<file path="config.mk">
export PLATFORM = sky130hd
export DESIGN_NAME = force_wb_scheduler_flat
export DESIGN_NICKNAME = d
export VERILOG_FILES = /design/src/rtl/force_wb_scheduler_if.sv /design/src/rtl/force_wb_scheduler.sv /design/src/flat_wrapper.sv
export SDC_FILE = /design/constraint.sdc
export NUM_CORES = 2
export LEC_CHECK = 0
export ABC_CLOCK_PERIOD_IN_PS = 30600
export CORE_ASPECT_RATIO = 1.25
export CORE_MARGIN = 8
export CORE_UTILIZATION = 40
export CTS_BUF_LIST = sky130_fd_sc_hd__clkbuf_4 sky130_fd_sc_hd__clkbuf_8
export CTS_CLUSTER_DIAMETER = 80
export DETAILED_ROUTE_END_ITERATION = 10
export PLACE_DENSITY_LB_ADDON = 0.12
export SYNTH_ARGS = -nofsm -noshare
export SYNTH_HDL_FRONTEND = slang
export SYNTH_SLANG_ARGS = --single-unit
</file>
<file path="constraint.sdc">
create_clock -name clk -period 30.6 [get_ports clk]
set_input_delay 6.12 -clock clk [delete_from_list [all_inputs] [get_ports clk]]
set_output_delay 6.12 -clock clk [all_outputs]
set_load 0.01 [all_outputs]
</file>
<file path="src/rtl/force_wb_scheduler_if.sv">
// Bundle of the per-source writeback handshake and the shared network port.
// master: the scheduler side. slave: the sources and the network.
interface force_wb_scheduler_if #(
  parameter int NUM_SRC  = 2,
  parameter int WB_WIDTH = 112
);
  logic [NUM_SRC-1:0][WB_WIDTH-1:0] src_wb_out;
  logic [NUM_SRC-1:0]               src_wb_valid;
  logic [NUM_SRC-1:0]               src_all_ref_issued;
  logic [NUM_SRC-1:0]               src_ready;
  logic [NUM_SRC-1:0]               src_start_wb;
  logic [WB_WIDTH-1:0]              net_out;
  logic                             net_valid;
  logic                             net_ready;

  modport master (
    input  src_wb_out, src_wb_valid, src_all_ref_issued, net_ready,
    output src_ready, src_start_wb, net_out, net_valid
  );

  modport slave (
    output src_wb_out, src_wb_valid, src_all_ref_issued, net_ready,
    input  src_ready, src_start_wb, net_out, net_valid
  );
endinterface

</file>
<file path="src/rtl/force_wb_scheduler.sv">
// Buffers force writebacks from NUM_SRC sources and funnels them round-robin onto one network port.
// Define FORCE_WB_OVF_DETECT_EN to get a sticky overflow flag for words refused by a full buffer.
module force_wb_scheduler #(
  parameter int NUM_SRC    = 2,
  parameter int WB_WIDTH   = 112,
  parameter int FIFO_DEPTH = 8
) (
  input  logic                  clk,
  input  logic                  rst,
  input  logic                  phase_done,
  force_wb_scheduler_if.master  bus,
  output logic                  busy,
  output logic                  wb_done,
  output logic                  overflow
);
  localparam int AW = $clog2(FIFO_DEPTH);
  localparam int CW = AW + 1;
  localparam int SW = (NUM_SRC > 1) ? $clog2(NUM_SRC) : 1;

  typedef enum logic [1:0] {IDLE, START, DRAIN, FLUSH} state_t;

  state_t state, next_state;
  logic [SW-1:0] cur_src, next_src;
  logic [SW-1:0] rr_ptr, sel;
  logic any_valid;
  logic [NUM_SRC-1:0] push, pop, nonempty, start_vec;
  logic [NUM_SRC-1:0][WB_WIDTH-1:0] head;

  for (genvar g = 0; g < NUM_SRC; g++) begin : g_src
    logic [WB_WIDTH-1:0] mem [FIFO_DEPTH];
    logic [AW-1:0] wr_ptr, rd_ptr;
    logic [CW-1:0] count;

    assign nonempty[g] = (count != '0);
    assign head[g] = mem[rd_ptr];
    assign pop[g] = any_valid && bus.net_ready && (sel == SW'(g));
    // A full buffer still accepts when its head leaves in the same cycle.
    assign push[g] = bus.src_wb_valid[g] && ((count < CW'(FIFO_DEPTH)) || pop[g]);
    assign bus.src_ready[g] = (count < CW'(FIFO_DEPTH - 1));

    always_ff @(posedge clk) begin
      if (push[g]) mem[wr_ptr] <= bus.src_wb_out[g];
    end

    always_ff @(posedge clk or negedge rst) begin
      if (!rst) begin
        wr_ptr <= '0;
        rd_ptr <= '0;
        count  <= '0;
      end else begin
        if (push[g]) wr_ptr <= wr_ptr + 1'b1;
        if (pop[g])  rd_ptr <= rd_ptr + 1'b1;
        count <= count + CW'(push[g]) - CW'(pop[g]);
      end
    end
  end

  // Scan downward so the closest non-empty source at or after rr_ptr wins.
  always_comb begin
    int idx;
    idx = 0;
    sel = rr_ptr;
    any_valid = 1'b0;
    for (int i = NUM_SRC - 1; i >= 0; i--) begin
      idx = int'(rr_ptr) + i;
      if (idx >= NUM_SRC) idx = idx - NUM_SRC;
      if (nonempty[SW'(idx)]) begin
        sel = SW'(idx);
        any_valid = 1'b1;
      end
    end
  end

  assign bus.net_valid = any_valid;
  assign bus.net_out   = any_valid ? head[sel] : '0;

  always_ff @(posedge clk or negedge rst) begin
    if (!rst) begin
      rr_ptr <= '0;
    end else if (any_valid && bus.net_ready) begin
      rr_ptr <= (sel == SW'(NUM_SRC - 1)) ? '0 : sel + 1'b1;
    end
  end

  always_ff @(posedge clk or negedge rst) begin
    if (!rst) begin
      state   <= IDLE;
      cur_src <= '0;
    end else begin
      state   <= next_state;
      cur_src <= next_src;
    end
  end

  always_comb begin
    next_state = state;
    next_src   = cur_src;
    start_vec  = '0;
    wb_done    = 1'b0;
    case (state)
      IDLE: begin
        if (phase_done) begin
          next_state = START;
          next_src   = '0;
        end
      end
      START: begin
        start_vec[cur_src] = 1'b1;
        next_state = DRAIN;
      end
      DRAIN: begin
        if (bus.src_all_ref_issued[cur_src]) begin
          if (cur_src == SW'(NUM_SRC - 1)) begin
            next_state = FLUSH;
          end else begin
            next_src   = cur_src + 1'b1;
            next_state = START;
          end
        end
      end
      FLUSH: begin
        if (nonempty == '0) begin
          wb_done    = 1'b1;
          next_state = IDLE;
        end
      end
      default: next_state = IDLE;
    endcase
  end

  assign bus.src_start_wb = start_vec;
  assign busy = (state != IDLE);

`ifdef FORCE_WB_OVF_DETECT_EN
  logic [NUM_SRC-1:0] refused;
  assign refused = bus.src_wb_valid & ~push;

  always_ff @(posedge clk or negedge rst) begin
    if (!rst) overflow <= 1'b0;
    else if (|refused) overflow <= 1'b1;
  end
`else
  assign overflow = 1'b0;
`endif

endmodule

</file>
<file path="src/flat_wrapper.sv">
// flat-port wrapper written by rule: the top's interface ports become plain ports
module force_wb_scheduler_flat 
#(
  parameter int NUM_SRC    = 2,
  parameter int WB_WIDTH   = 112,
  parameter int FIFO_DEPTH = 8
)
  (clk, rst, phase_done, busy, wb_done, overflow, bus_src_wb_out, bus_src_wb_valid, bus_src_all_ref_issued, bus_net_ready, bus_src_ready, bus_src_start_wb, bus_net_out, bus_net_valid);
  force_wb_scheduler_if #(.NUM_SRC(NUM_SRC), .WB_WIDTH(WB_WIDTH)) bus_i ();
  input  logic clk;
  input  logic rst;
  input  logic phase_done;
  output logic busy;
  output logic wb_done;
  output logic overflow;
  input wire logic [$bits(bus_i.src_wb_out)-1:0] bus_src_wb_out;
  input wire logic [$bits(bus_i.src_wb_valid)-1:0] bus_src_wb_valid;
  input wire logic [$bits(bus_i.src_all_ref_issued)-1:0] bus_src_all_ref_issued;
  input wire logic [$bits(bus_i.net_ready)-1:0] bus_net_ready;
  output wire logic [$bits(bus_i.src_ready)-1:0] bus_src_ready;
  output wire logic [$bits(bus_i.src_start_wb)-1:0] bus_src_start_wb;
  output wire logic [$bits(bus_i.net_out)-1:0] bus_net_out;
  output wire logic [$bits(bus_i.net_valid)-1:0] bus_net_valid;
  assign bus_i.src_wb_out = bus_src_wb_out;
  assign bus_i.src_wb_valid = bus_src_wb_valid;
  assign bus_i.src_all_ref_issued = bus_src_all_ref_issued;
  assign bus_i.net_ready = bus_net_ready;
  assign bus_src_ready = bus_i.src_ready;
  assign bus_src_start_wb = bus_i.src_start_wb;
  assign bus_net_out = bus_i.net_out;
  assign bus_net_valid = bus_i.net_valid;
  force_wb_scheduler #(.NUM_SRC(NUM_SRC), .WB_WIDTH(WB_WIDTH), .FIFO_DEPTH(FIFO_DEPTH)) u_core (.clk(clk), .rst(rst), .phase_done(phase_done), .bus(bus_i), .busy(busy), .wb_done(wb_done), .overflow(overflow));
endmodule
</file>
# Word level (Yosys, flattened, before mapping)
# Memories as Yosys holds them, arrays and structs flattened.
# Cells that the tools add are included.
[word_totals]
reg_bits = 24
latchBits = 0
ram_bits = 1792
romBits = 0
inputBits = 232
output_inout_bits = 120
wordCells = 92
mem_count = 2
[classes]
n_addsub = 13
n_mul = 0
div = 0
n_lt_le_gt_ge = 11
eq_ne = 6
shifts = 0
muxes = 34
bitwise = 1
n_reduce_logical = 16
[mem_list]
columns = ["memory", "depth", "width", "rd", "rd_ports_with_merged_regs", "wr", "line_no", "source"]
rows = [
  ["u_core.g_src[0].mem", 8, 112, 1, 0, 1, "force_wb_scheduler.sv:30", "logic [WB_WIDTH-1:0] mem [FIFO_DEPTH];"],
  ["u_core.g_src[1].mem", 8, 112, 1, 0, 1, "force_wb_scheduler.sv:30", ""],
]
[op_table]
columns = ["op", "n"]
rows = [
  ["$mux W112", 3],
  ["$mux W1", 23],
  ["$add A3 B1 Y3 const B", 4],
  ["$mux W2", 5],
  ["$add A4 B1 Y4", 2],
  ["$lt A4 B3 Y1 const B", 2],
  ["$lt A4 B4 Y1 const B", 2],
  ["$pmux W2 S4", 1],
  ["$reduce_bool A4 Y1", 2],
  ["$sub A4 B1 Y4", 2],
  ["$logic_and A1 B1 Y1", 6],
  ["$lt A1 B3 Y1 const B", 2],
  ["$reduce_and A3 Y1", 2],
  ["$eq A2 B2 Y1 const B", 2],
  ["$logic_not A2 Y1", 2],
  ["$lt A1 B2 Y1 const B", 2],
  ["$ne A2 B1 Y1 const B", 2],
  ["$reduce_bool A2 Y1", 2],
  ["$add A1 B1 Y1 const B", 2],
  ["$add A1 B1 Y2 const B", 1],
  ["$eq A2 B1 Y1 const B", 1],
  ["$ge A1 B2 Y1 const B", 1],
  ["$ge A2 B2 Y1 const B", 1],
  ["$logic_or A1 B1 Y1", 2],
  ["other kinds (6)", 7],
]

# Longest topological paths before layout
[logic_depth]
depth_word = 14
ltp_mapped = 12
depth_no_buf = 12

# Worst setup path before layout
# No wires, ideal clock.
[synth_timing]
path_kind = "input -> register"
from = "input bus_net_ready"
to = "memory u_core.g_src[1].mem[0][0] (enable)"
setup_time_ns = 0.858
t_arrival_ns = 17.210
setup_slack_ns = 12.533
stages = 4
n_path_buf = 0
cell_sequence = "nand2_1 -> o21ai_0 -> nand2_1 -> nor4_1"
[synth_via]
elab_chain_len = 6
[synth_rtl]
columns = ["item", "line_no", "source"]
rows = [
  ["start: declaration", "flat_wrapper.sv:19", "input wire logic [$bits(bus_i.net_ready)-1:0] bus_net_ready;"],
  ["$logic_and A1 B1 Y1 (2 in series)", "force_wb_scheduler.sv:36", "assign pop[g] = any_valid && bus.net_ready && (sel == SW'(g));"],
  ["$logic_or A1 B1 Y1", "force_wb_scheduler.sv:38", "assign push[g] = bus.src_wb_valid[g] && ((count < CW'(FIFO_DEPTH)) || pop[g]);"],
  ["$logic_and A1 B1 Y1", "force_wb_scheduler.sv:38", ""],
  ["$mux W1", "force_wb_scheduler.sv:42", "if (push[g]) mem[wr_ptr] <= bus.src_wb_out[g];"],
  ["$mux W1 (not written as such)", "force_wb_scheduler.sv:42", ""],
  ["end: declaration", "force_wb_scheduler.sv:30", ""],
]
# Every way passes these cells.

# Final worst setup path
[layout_timing]
from = "register u_core.g_src[1].rd_ptr[0]"
to = "output bus_net_out[93]"
[layout_via]
elab_chain_len = 4
[layout_rtl]
columns = ["item", "line_no", "source"]
rows = [
  ["start: declaration", "force_wb_scheduler.sv:31", "logic [AW-1:0] wr_ptr, rd_ptr;"],
  ["start signal: assignment", "force_wb_scheduler.sv:52", "if (pop[g]) rd_ptr <= rd_ptr + 1'b1;"],
  ["$mem_v2 Z8 W112", "n/a", ""],
  ["$mux W112 (not written as such) (2 in series)", "force_wb_scheduler.sv:75", "assign bus.net_out = any_valid ? head[sel] : '0;"],
  ["$mux W112", "force_wb_scheduler.sv:75", ""],
  ["end: declaration", "flat_wrapper.sv:22", "output wire logic [$bits(bus_i.net_out)-1:0] bus_net_out;"],
]
# Every way passes these cells. The select of a mux whose other input is x is not followed.

==> summary.txt <==
Worst setup path
  • Crit path to: bus_net_out[93]
  • Req. time, crit path: 24,480 ps
  • Reg2Reg Setup Slack: 26,070 ps
  • Most used cell, CP: buf_4
  • Critical path's largest stage delay: 1050 ps
  • Critical Path End Type: output pin
  • Critical Path AT: 5550 ps
  • R2R cell count: 8
  • Startpoint Class: flip-flop
  • Reg2reg end: u_core.g_src[1].mem[5][93]$_DFFE_PP_
  • Crit. Startpoint: u_core.g_src[1].rd_ptr[0]$_DFFE_PN0P_
  • Critical-path top delay cell: dfrtp_4
  • CP Class: reg2out
  • Worst flop-to-flop path startpoint: u_core.g_src[0].count[3]$_DFF_PN0_
  • Critical Path, Cell by Cell: buf_4 > buf_4 > mux4_2 > a22o_1 > a221o_1 > clkdlybuf4s50_1
  • CP Max Fanout: 48

Route
  • WL final: 174,000 um
  • Drt drc: 0
  • Drt via density: 5.543
  • 1st-iter DRT viols: 2,307
  • Number of antenna-violating nets in the routed design: 0
  • Wire per inst: 30.10 um
  • Via count: 32.05k
  • First-pass detailed-route iteration total: 5

Clocking
  • Clock sinks: 1,816
  • Skew-Pair Late Insertion Delay: 1020 ps
  • Postcts setup bufs: 0
  • CTS tree: yes
  • Clock Path Buffers: 4
  • CTS root buf: clkbuf_8
  • H-Tree Depth: 5
  • Total clock buffers created by CTS: 301
  • Cts hold-fix bufs: 0
  • Post-CTS Resized: 0
  • Worst-path clk slew: 60 ps

STA
  • Sum of negative setup slack: 0 ps
  • Period utilisation layout: 0.3815
  • Hold Vio Cnt, Final: 0
  • Worst-Margin Slew: 1161 ps
  • Slew HR: 0.2263
  • Period minus WS final: 11,670 ps
  • Setup Skew: 41.77 ps
  • Max-slew violation count: 0
  • Max frequency: 85.66 MHz
  • RSZ-0062 raised after global routing: false
  • Final Setup Violations: 0

GRT
  • Initial antenna violation count: 59
  • First-pass GRT wire length: 247,400 um
  • Total gr overflow: 0
  • Largest net degree at the start of global routing: 113
  • Number of global-route vias before repair: 35.26k
  • GRT Util Overall: 0.1869

Layout
  • Layout Cells excl Fill: 5,782
  • Final nets: 3,578
  • # fillers: 13.94k
  • Post-layout util: 0.4723
  • Fin area: 0.08010 mm^2
  • P&R area growth vs syn: 17.38%
  • Most frequent cells in the layout: edfxtp_1 (1,792), mux4_2 (447), clkdlybuf4s50_1 (350)
  • Leading cell type in the layout, fill and taps excluded: edfxtp_1
  • Share of cells above drive strength 1: 0.2799

Min path
  • Hold Path Cell Cnt: 1
  • Worst hold start: u_core.g_src[1].count[0]$_DFF_PN0_
  • Worst min path class: reg2reg

Placed design
  • RePlAce Congestion: 0.7049
  • Port Buf Inserts: 350
  • Placed insts: 5,248
  • DP Area: 0.07444 mm^2
  • DPL Wire Length: 92,410 um

Die
  • I/O Pins: 352
  • Core Region: 0.1696 mm^2
  • DIE HEIGHT: 477.8 um
  • Initial Utilization: 0.4024
  • Row Count: 169
  • Die width: 385.4 um
  • Die area: 0.1842 mm^2

Run
  • Max-Cap Viols: 0

Run status
  • Status: complete, no violations

Synthesis
  • Part of the Yosys area used for sequential elements: 0.7974
  • Synth Instances: 2,763
  • Ys async rst share: 0.01322
  • Synth warn: 0
  • Mapped Area: 0.06824 mm^2
  • Mapped Nets: 3,013
  • Synthesized flop and latch total: 1,816
  • Mean Syn Cell Area: 24.70 um^2
  • EDFF count, synth: 1,792
  • Cell variety after synth: 40
  • Most used DFF post-synth: edfxtp_1

Power and ir drop
  • Pwr Density: 94.50 mW/mm^2
  • Maximum VDD drop: 0.07055 mV
  • Leakage: 25.20 nW
-- stage by stage --
step | hold WS [ps] | power (mW) | setup WS (ps)
floorplan | 502.6 | 4.701 | 12530
global placement | 519.9 | 5.629 | 19860
detailed placement | 548.4 | 5.669 | 19790
CTS | 560.3 | 7.716 | 18630
global route | 576.8 | 7.915 | 18450
finish | 562.0 | 7.570 | 18930
-- layout make-up --
class | instances | area (um^2) | share of cell area
clock inverters | 111 | 666.9 | 0.008326
multi-input cells | 781 | 13090 | 0.1634
well taps | 2223 | 2781 | 0.03472
inverters | 15 | 56.30 | 0.0007029
repair buffers | 413 | 4089 | 0.05105
diodes | 22 | 55.05 | 0.0006873
clock buffers | 401 | 4937 | 0.06164
flip-flops and latches | 1816 | 54430 | 0.6795
-- flip-flops by register name, summed over array words and instances (netlist names) --
name,count
u_core.g_src.wr_ptr,6
u_core.rr_ptr,1
u_core.g_src.rd_ptr,6
u_core.g_src.count,8
u_core.state,2
u_core.cur_src,1
u_core.g_src.mem,1792
-- how the worst min path moves through the flow --
stage | end | slack (ps)
global placement | u_core.g_src[1].count[0]$_DFF_PN0_ | 520
detailed placement | u_core.g_src[1].count[0]$_DFF_PN0_ | 550
global route | u_core.g_src[1].count[0]$_DFF_PN0_ | 580
CTS | u_core.g_src[1].count[0]$_DFF_PN0_ | 560
finish | u_core.g_src[1].count[0]$_DFF_PN0_ | 560
floorplan | u_core.g_src[1].count[0]$_DFF_PN0_ | 500
-- cells in the mapped netlist, types with 4 or more instances --
| master | number | share of area |
|---|---|---|
| a221o_1 | 111 | 0.016 |
| buf_4 | 4 | 0.00044 |
| edfxtp_1 | 1792 | 0.79 |
| xnor2_1 | 8 | 0.0010 |
| a22o_1 | 111 | 0.014 |
| nand2_1 | 12 | 0.00066 |
| clkbuf_1 | 70 | 0.0039 |
| dfrtp_1 | 24 | 0.0088 |
| inv_1 | 14 | 0.00077 |
| nand2b_1 | 5 | 0.00046 |
| mux4_2 | 447 | 0.15 |
| mux2_2 | 5 | 0.00083 |
| ha_1 | 16 | 0.0029 |
| buf_6 | 21 | 0.0035 |
| xor2_1 | 4 | 0.00051 |
| nor3_1 | 10 | 0.00073 |
| buf_1 | 14 | 0.00077 |
| nor2_1 | 12 | 0.00066 |
| a21oi_1 | 5 | 0.00037 |
| nand3_1 | 6 | 0.00044 |
| buf_2 | 42 | 0.0031 |
-- worst max-delay path: cells and delay by family (launching register included) --
kind	cells	cell delay, ps
buffers and inverters	3	2150
DFF	1	1050
AOI/OAI and AO/OA	2	600
muxes	1	590
-- where the power goes --
group / total (mW) / switching (mW) / internal (mW)
Sequential: 3.19 / 0.147 / 3.04
Clock: 2.02 / 0.917 / 1.10
Combinational: 2.36 / 1.22 / 1.14
Total: 7.57 / 2.29 / 5.28
-- metal layers --
metal	global-route usage	vias to the layer above	wire, um
met5	0	-	339
met4	0.05026	54	3519
met3	0.05419	309	12420
met2	0.3166	953	87420
met1	0.2353	17430	70340
li1	-	13310	-
-- logic make-up after synthesis --
group,synth area share
buffers and inverters,0.01243
xor gates and xnor gates,0.001540
adders and majority gates,0.003520
and+or+nand+nor,0.004584
other,0.00005495
AOI/OAI and AO/OA,0.03183
DFF,0.7974
muxes,0.1486
(Power assumes the default switching activity.)
==> RTL edit 1: new RTL, same flow settings <==
The option `FORCE_WB_OVF_DETECT_EN` is turned on by a define.
--- a/src/rtl/force_wb_scheduler.sv
+++ b/src/rtl/force_wb_scheduler.sv
@@ -1,5 +1,7 @@
 // Buffers force writebacks from NUM_SRC sources and funnels them round-robin onto one network port.
 // Define FORCE_WB_OVF_DETECT_EN to get a sticky overflow flag for words refused by a full buffer.
+`define FORCE_WB_OVF_DETECT_EN
+
 module force_wb_scheduler #(
   parameter int NUM_SRC    = 2,
   parameter int WB_WIDTH   = 112,
Behaviour: not the same (Yosys sat finds a counterexample within 4 cycles, from zero or initial values and one cycle with rst low).
==> RTL edit 1 against the original RTL <==
  * Power is essentially flat
  * Clock skew up 0.028 ns
  * Sequential cell count increased by 1
  * Routed wire length rose by 0.45%
  * Synthesized area barely moved
  * Worst setup slack better by 0.019 ns
  * Cell area is essentially flat
  * Largest cell class unchanged
  * Highest routed layer unchanged
  * Maximum frequency rose by 0.16%
==> RTL edit 1: results (changes against the original RTL) <==
| Metric | Value |
|---|---|
| Seq/Total Area, Yosys | 79.8% (about the same) |
| Total clock sinks | 1,817 (+0.055%) |
| Synth Area in Adders | 0.352% (about the same) |
| Worst Path Arrival | 5.53 ns (-0.02 ns) |
| Top cells by count, synth | edfxtp_1 (1,792), mux4_2 (448), a221o_1 (112) |
| Sequential Power Share | 41.8% (-0.3 points) |
| Final nets | 3,573 (-0.14%) |
| WHS | 0.530 ns (-0.0317 ns) |
| 1st-iter DRT viols | 2,282 (-1.1%) |
| Clock Skew | 0.0698 ns (+0.0280 ns) |
| Avg Vias per Cell | 5.55 (+0.13%) |
| Area occupied by multi-input gates | 13,100 um2 (about the same) |
| Clock network area share | 6.93% (-0.070 points) |
| Fraction of area in registers | 68.0% (about the same) |
| Post-Synthesis Net Count | 3,008 (-0.17%) |
| Post-Synthesis Cells | 2,758 (-0.18%) |
| # clk buffers | 378 (-5.7%) |
| Top post-synthesis cells by area | edfxtp_1 (79%), mux4_2 (15%), a221o_1 (1.6%), a22o_1 (1.4%), dfrtp_1 (0.92%) |
| Pleak | 25.1 nW (-0.23%) |
| Share of cells above drive strength 1 | 27.4% (-0.59 points) |
| Area growth from synthesis to layout | 17.4% (about the same) |
| Crit Reg-Reg Endpoint | u_core.g_src[0].mem[2][24]$_DFFE_PP_ |
| Worst Setup EP | bus_net_out[77] |
| Status | completed |
| Signal buf overhead | 5.10% (about the same) |
| Origin of the worst min-delay path | u_core.overflow$_DFFE_PN0P_ |
| Comb_multi_in | 775 (-0.77%) |
| GRT Total Usage | 18.8% (+0.073 points) |
| WHS Endpoint | u_core.overflow$_DFFE_PN0P_ |
| Port-buffer cells | 351 (+0.29%) |
| Avg WL per Cell | 30.4 um (+0.85%) |
| Worst Path Max Fanout | 94 (+96%) |
| Synth Area in XOR/XNOR | 0.154% (about the same) |
| Crit. Startpoint | u_core.g_src[1].rd_ptr[1]$_DFFE_PN0P_ |
| Net Sw Frac | 30.2% (about the same) |
| Vias | 32,000 (-0.27%) |
| Placed cell area | 74,500 um2 (about the same) |
-- RTL edit 1: changes by cell type in the layout (fill, tap and decap cells not counted), sizes merged, moves of 2 or more --
cell,unedited run,this run
buf,63,61
bufinv,7,11
clkbuf,401,378
clkinvlp,5,2
diode,22,25
inv,16,19
nand3,6,4
nor2,12,10
-- RTL edit 1: cells by family (layout without fill, tap and decap cells) --
family,Yosys count,after routing
flops,1817,1817
mux,453,453
compound gates,238,238
buf+inv,166,919
simple gates,54,54
fa+ha+maj,18,18
xor+xnor,12,12
other cells,0,25
-- RTL edit 1: metal layers --
metal | GRT usage [%] | wire, um | vias up
met3 | 6.42 | 14500 | 278
met2 | 31.1 | 86100 | 1084
met1 | 23.7 | 70900 | 17300
met5 | 0 | 299 | -
met4 | 4.66 | 3040 | 46
li1 | - | - | 13300
==> RTL edit 2: new RTL, same flow settings <==
Made on the original files. `FIFO_DEPTH` is set to 8 in 2 places; all go to 4.
--- a/src/rtl/force_wb_scheduler.sv
+++ b/src/rtl/force_wb_scheduler.sv
@@ -3,7 +3,7 @@
 module force_wb_scheduler #(
   parameter int NUM_SRC    = 2,
   parameter int WB_WIDTH   = 112,
-  parameter int FIFO_DEPTH = 8
+  parameter int FIFO_DEPTH = 4
 ) (
   input  logic                  clk,
   input  logic                  rst,
--- a/src/flat_wrapper.sv
+++ b/src/flat_wrapper.sv
@@ -3,7 +3,7 @@
 #(
   parameter int NUM_SRC    = 2,
   parameter int WB_WIDTH   = 112,
-  parameter int FIFO_DEPTH = 8
+  parameter int FIFO_DEPTH = 4
 )
   (clk, rst, phase_done, busy, wb_done, overflow, bus_src_wb_out, bus_src_wb_valid, bus_src_all_ref_issued, bus_net_ready, bus_src_ready, bus_src_start_wb, bus_net_out, bus_net_valid);
   force_wb_scheduler_if #(.NUM_SRC(NUM_SRC), .WB_WIDTH(WB_WIDTH)) bus_i ();
Function: changed (a bounded check fails within 4 cycles, from zero or initial values and one cycle with rst low).
==> RTL edit 2 against the original RTL <==
  * Power down 46%
  * Synthesized area fell by 50%
  * Cell area down 48%
  * Count of clock-buffer cells in the layout down 199
  * Worst setup slack better by 1.3 ns
  * Die area shrank 48%
  * Core utilization is 1.7 points higher
  * Routed wire length is 52% lower
  * Sequential cell count decreased by 902
  * Largest cell class unchanged
==> RTL edit 2: results (changes against the original RTL) <==
| Metric | Value |
|---|---|
| 1st-iter DRT viols | 955 (-59%) |
| Slew headroom | 27.7% (+5.1 points) |
| Clock network area share | 6.67% (-0.33 points) |
| Comb_multi_in | 403 (-48%) |
| Clock Skew | 0.0276 ns (-0.0142 ns) |
| Placed Cells | 2,801 (-47%) |
| FF-to-FF setup slack | 27.04 ns (+0.97 ns) |
| CTS H-tree lvls | 4 (-1) |
| Slowest Stage Delay on Critical Path | 0.82 ns (-0.23 ns) |
| Pleak | 13.5 nW (-46%) |
| M3 GR Usage | 5.67% (+0.25 points) |
| # clk buffers | 202 (-50%) |
| HPWL after detailed placement | 49.7 mm (-46%) |
| DRT met1 WL | 32.6 mm (-54%) |
| Int Power | 2.83 mW (-46%) |
| Status | completed |
| Top cells by count, synth | edfxtp_1 (896), mux4_2 (224), a22o_1 (112) |
| TritonCTS Buffers | 148 (-51%) |
| Async SR Flop Fraction | 1.97% (+0.65 points) |
| Met2 Use GR | 29.7% (-2.0 points) |
| Crit. Startpoint | u_core.g_src[0].rd_ptr[1]$_DFFE_PN0P_ |
| Setup ws final | 20.26 ns (+1.34 ns) |
| Avg WL per Cell | 27.2 um (-9.6%) |
| M1 GR Usage | 20.3% (-3.2 points) |
| Non-clock buffer count in the final layout | 369 (-11%) |
| Net Sw Frac | 30.8% (+0.56 points) |
| Sequential power | 1.71 mW (-46%) |
| Inverter count | 17 (+2) |
| Final core occ | 49.0% (+1.7 points) |
| Crit Reg-Reg Endpoint | u_core.g_src[1].mem[3][91]$_DFFE_PP_ |
| First-pass GRT wire length | 121 mm (-51%) |
| Slowest cell on the critical path | buf_4 |
| Vias | 16,300 (-49%) |
| Reg2reg start | u_core.rr_ptr$_DFFE_PN0N_ |
| Fraction of area in registers | 65.3% (-2.6 points) |
| Final nets | 2,101 (-41%) |
| Vias in the first global route | 18,100 (-49%) |
-- RTL edit 2: worst register-to-register path, delay by kind of cell (launching register included) --
family                 cells  cell delay [ns]
AND/OR/NAND/NOR            1             0.94
flip-flops                 1             0.48
AO/OA/AOI/OAI              2             0.76
buffers and inverters      1             0.88
-- RTL edit 2: kinds of logic (layout without fill, tap and decap cells) --
| kind of cell | Yosys count | after routing | share of synthesized area [%] |
|---|---|---|---|
| simple gates | 26 | 26 | 0.439 |
| mux | 227 | 227 | 14.7 |
| xor+xnor | 8 | 8 | 0.203 |
| buf+inv | 96 | 650 | 1.51 |
| other cells | 1 | 17 | 0.0109 |
| compound gates | 125 | 125 | 3.08 |
| flops | 914 | 914 | 79.4 |
| fa+ha+maj | 16 | 16 | 0.625 |
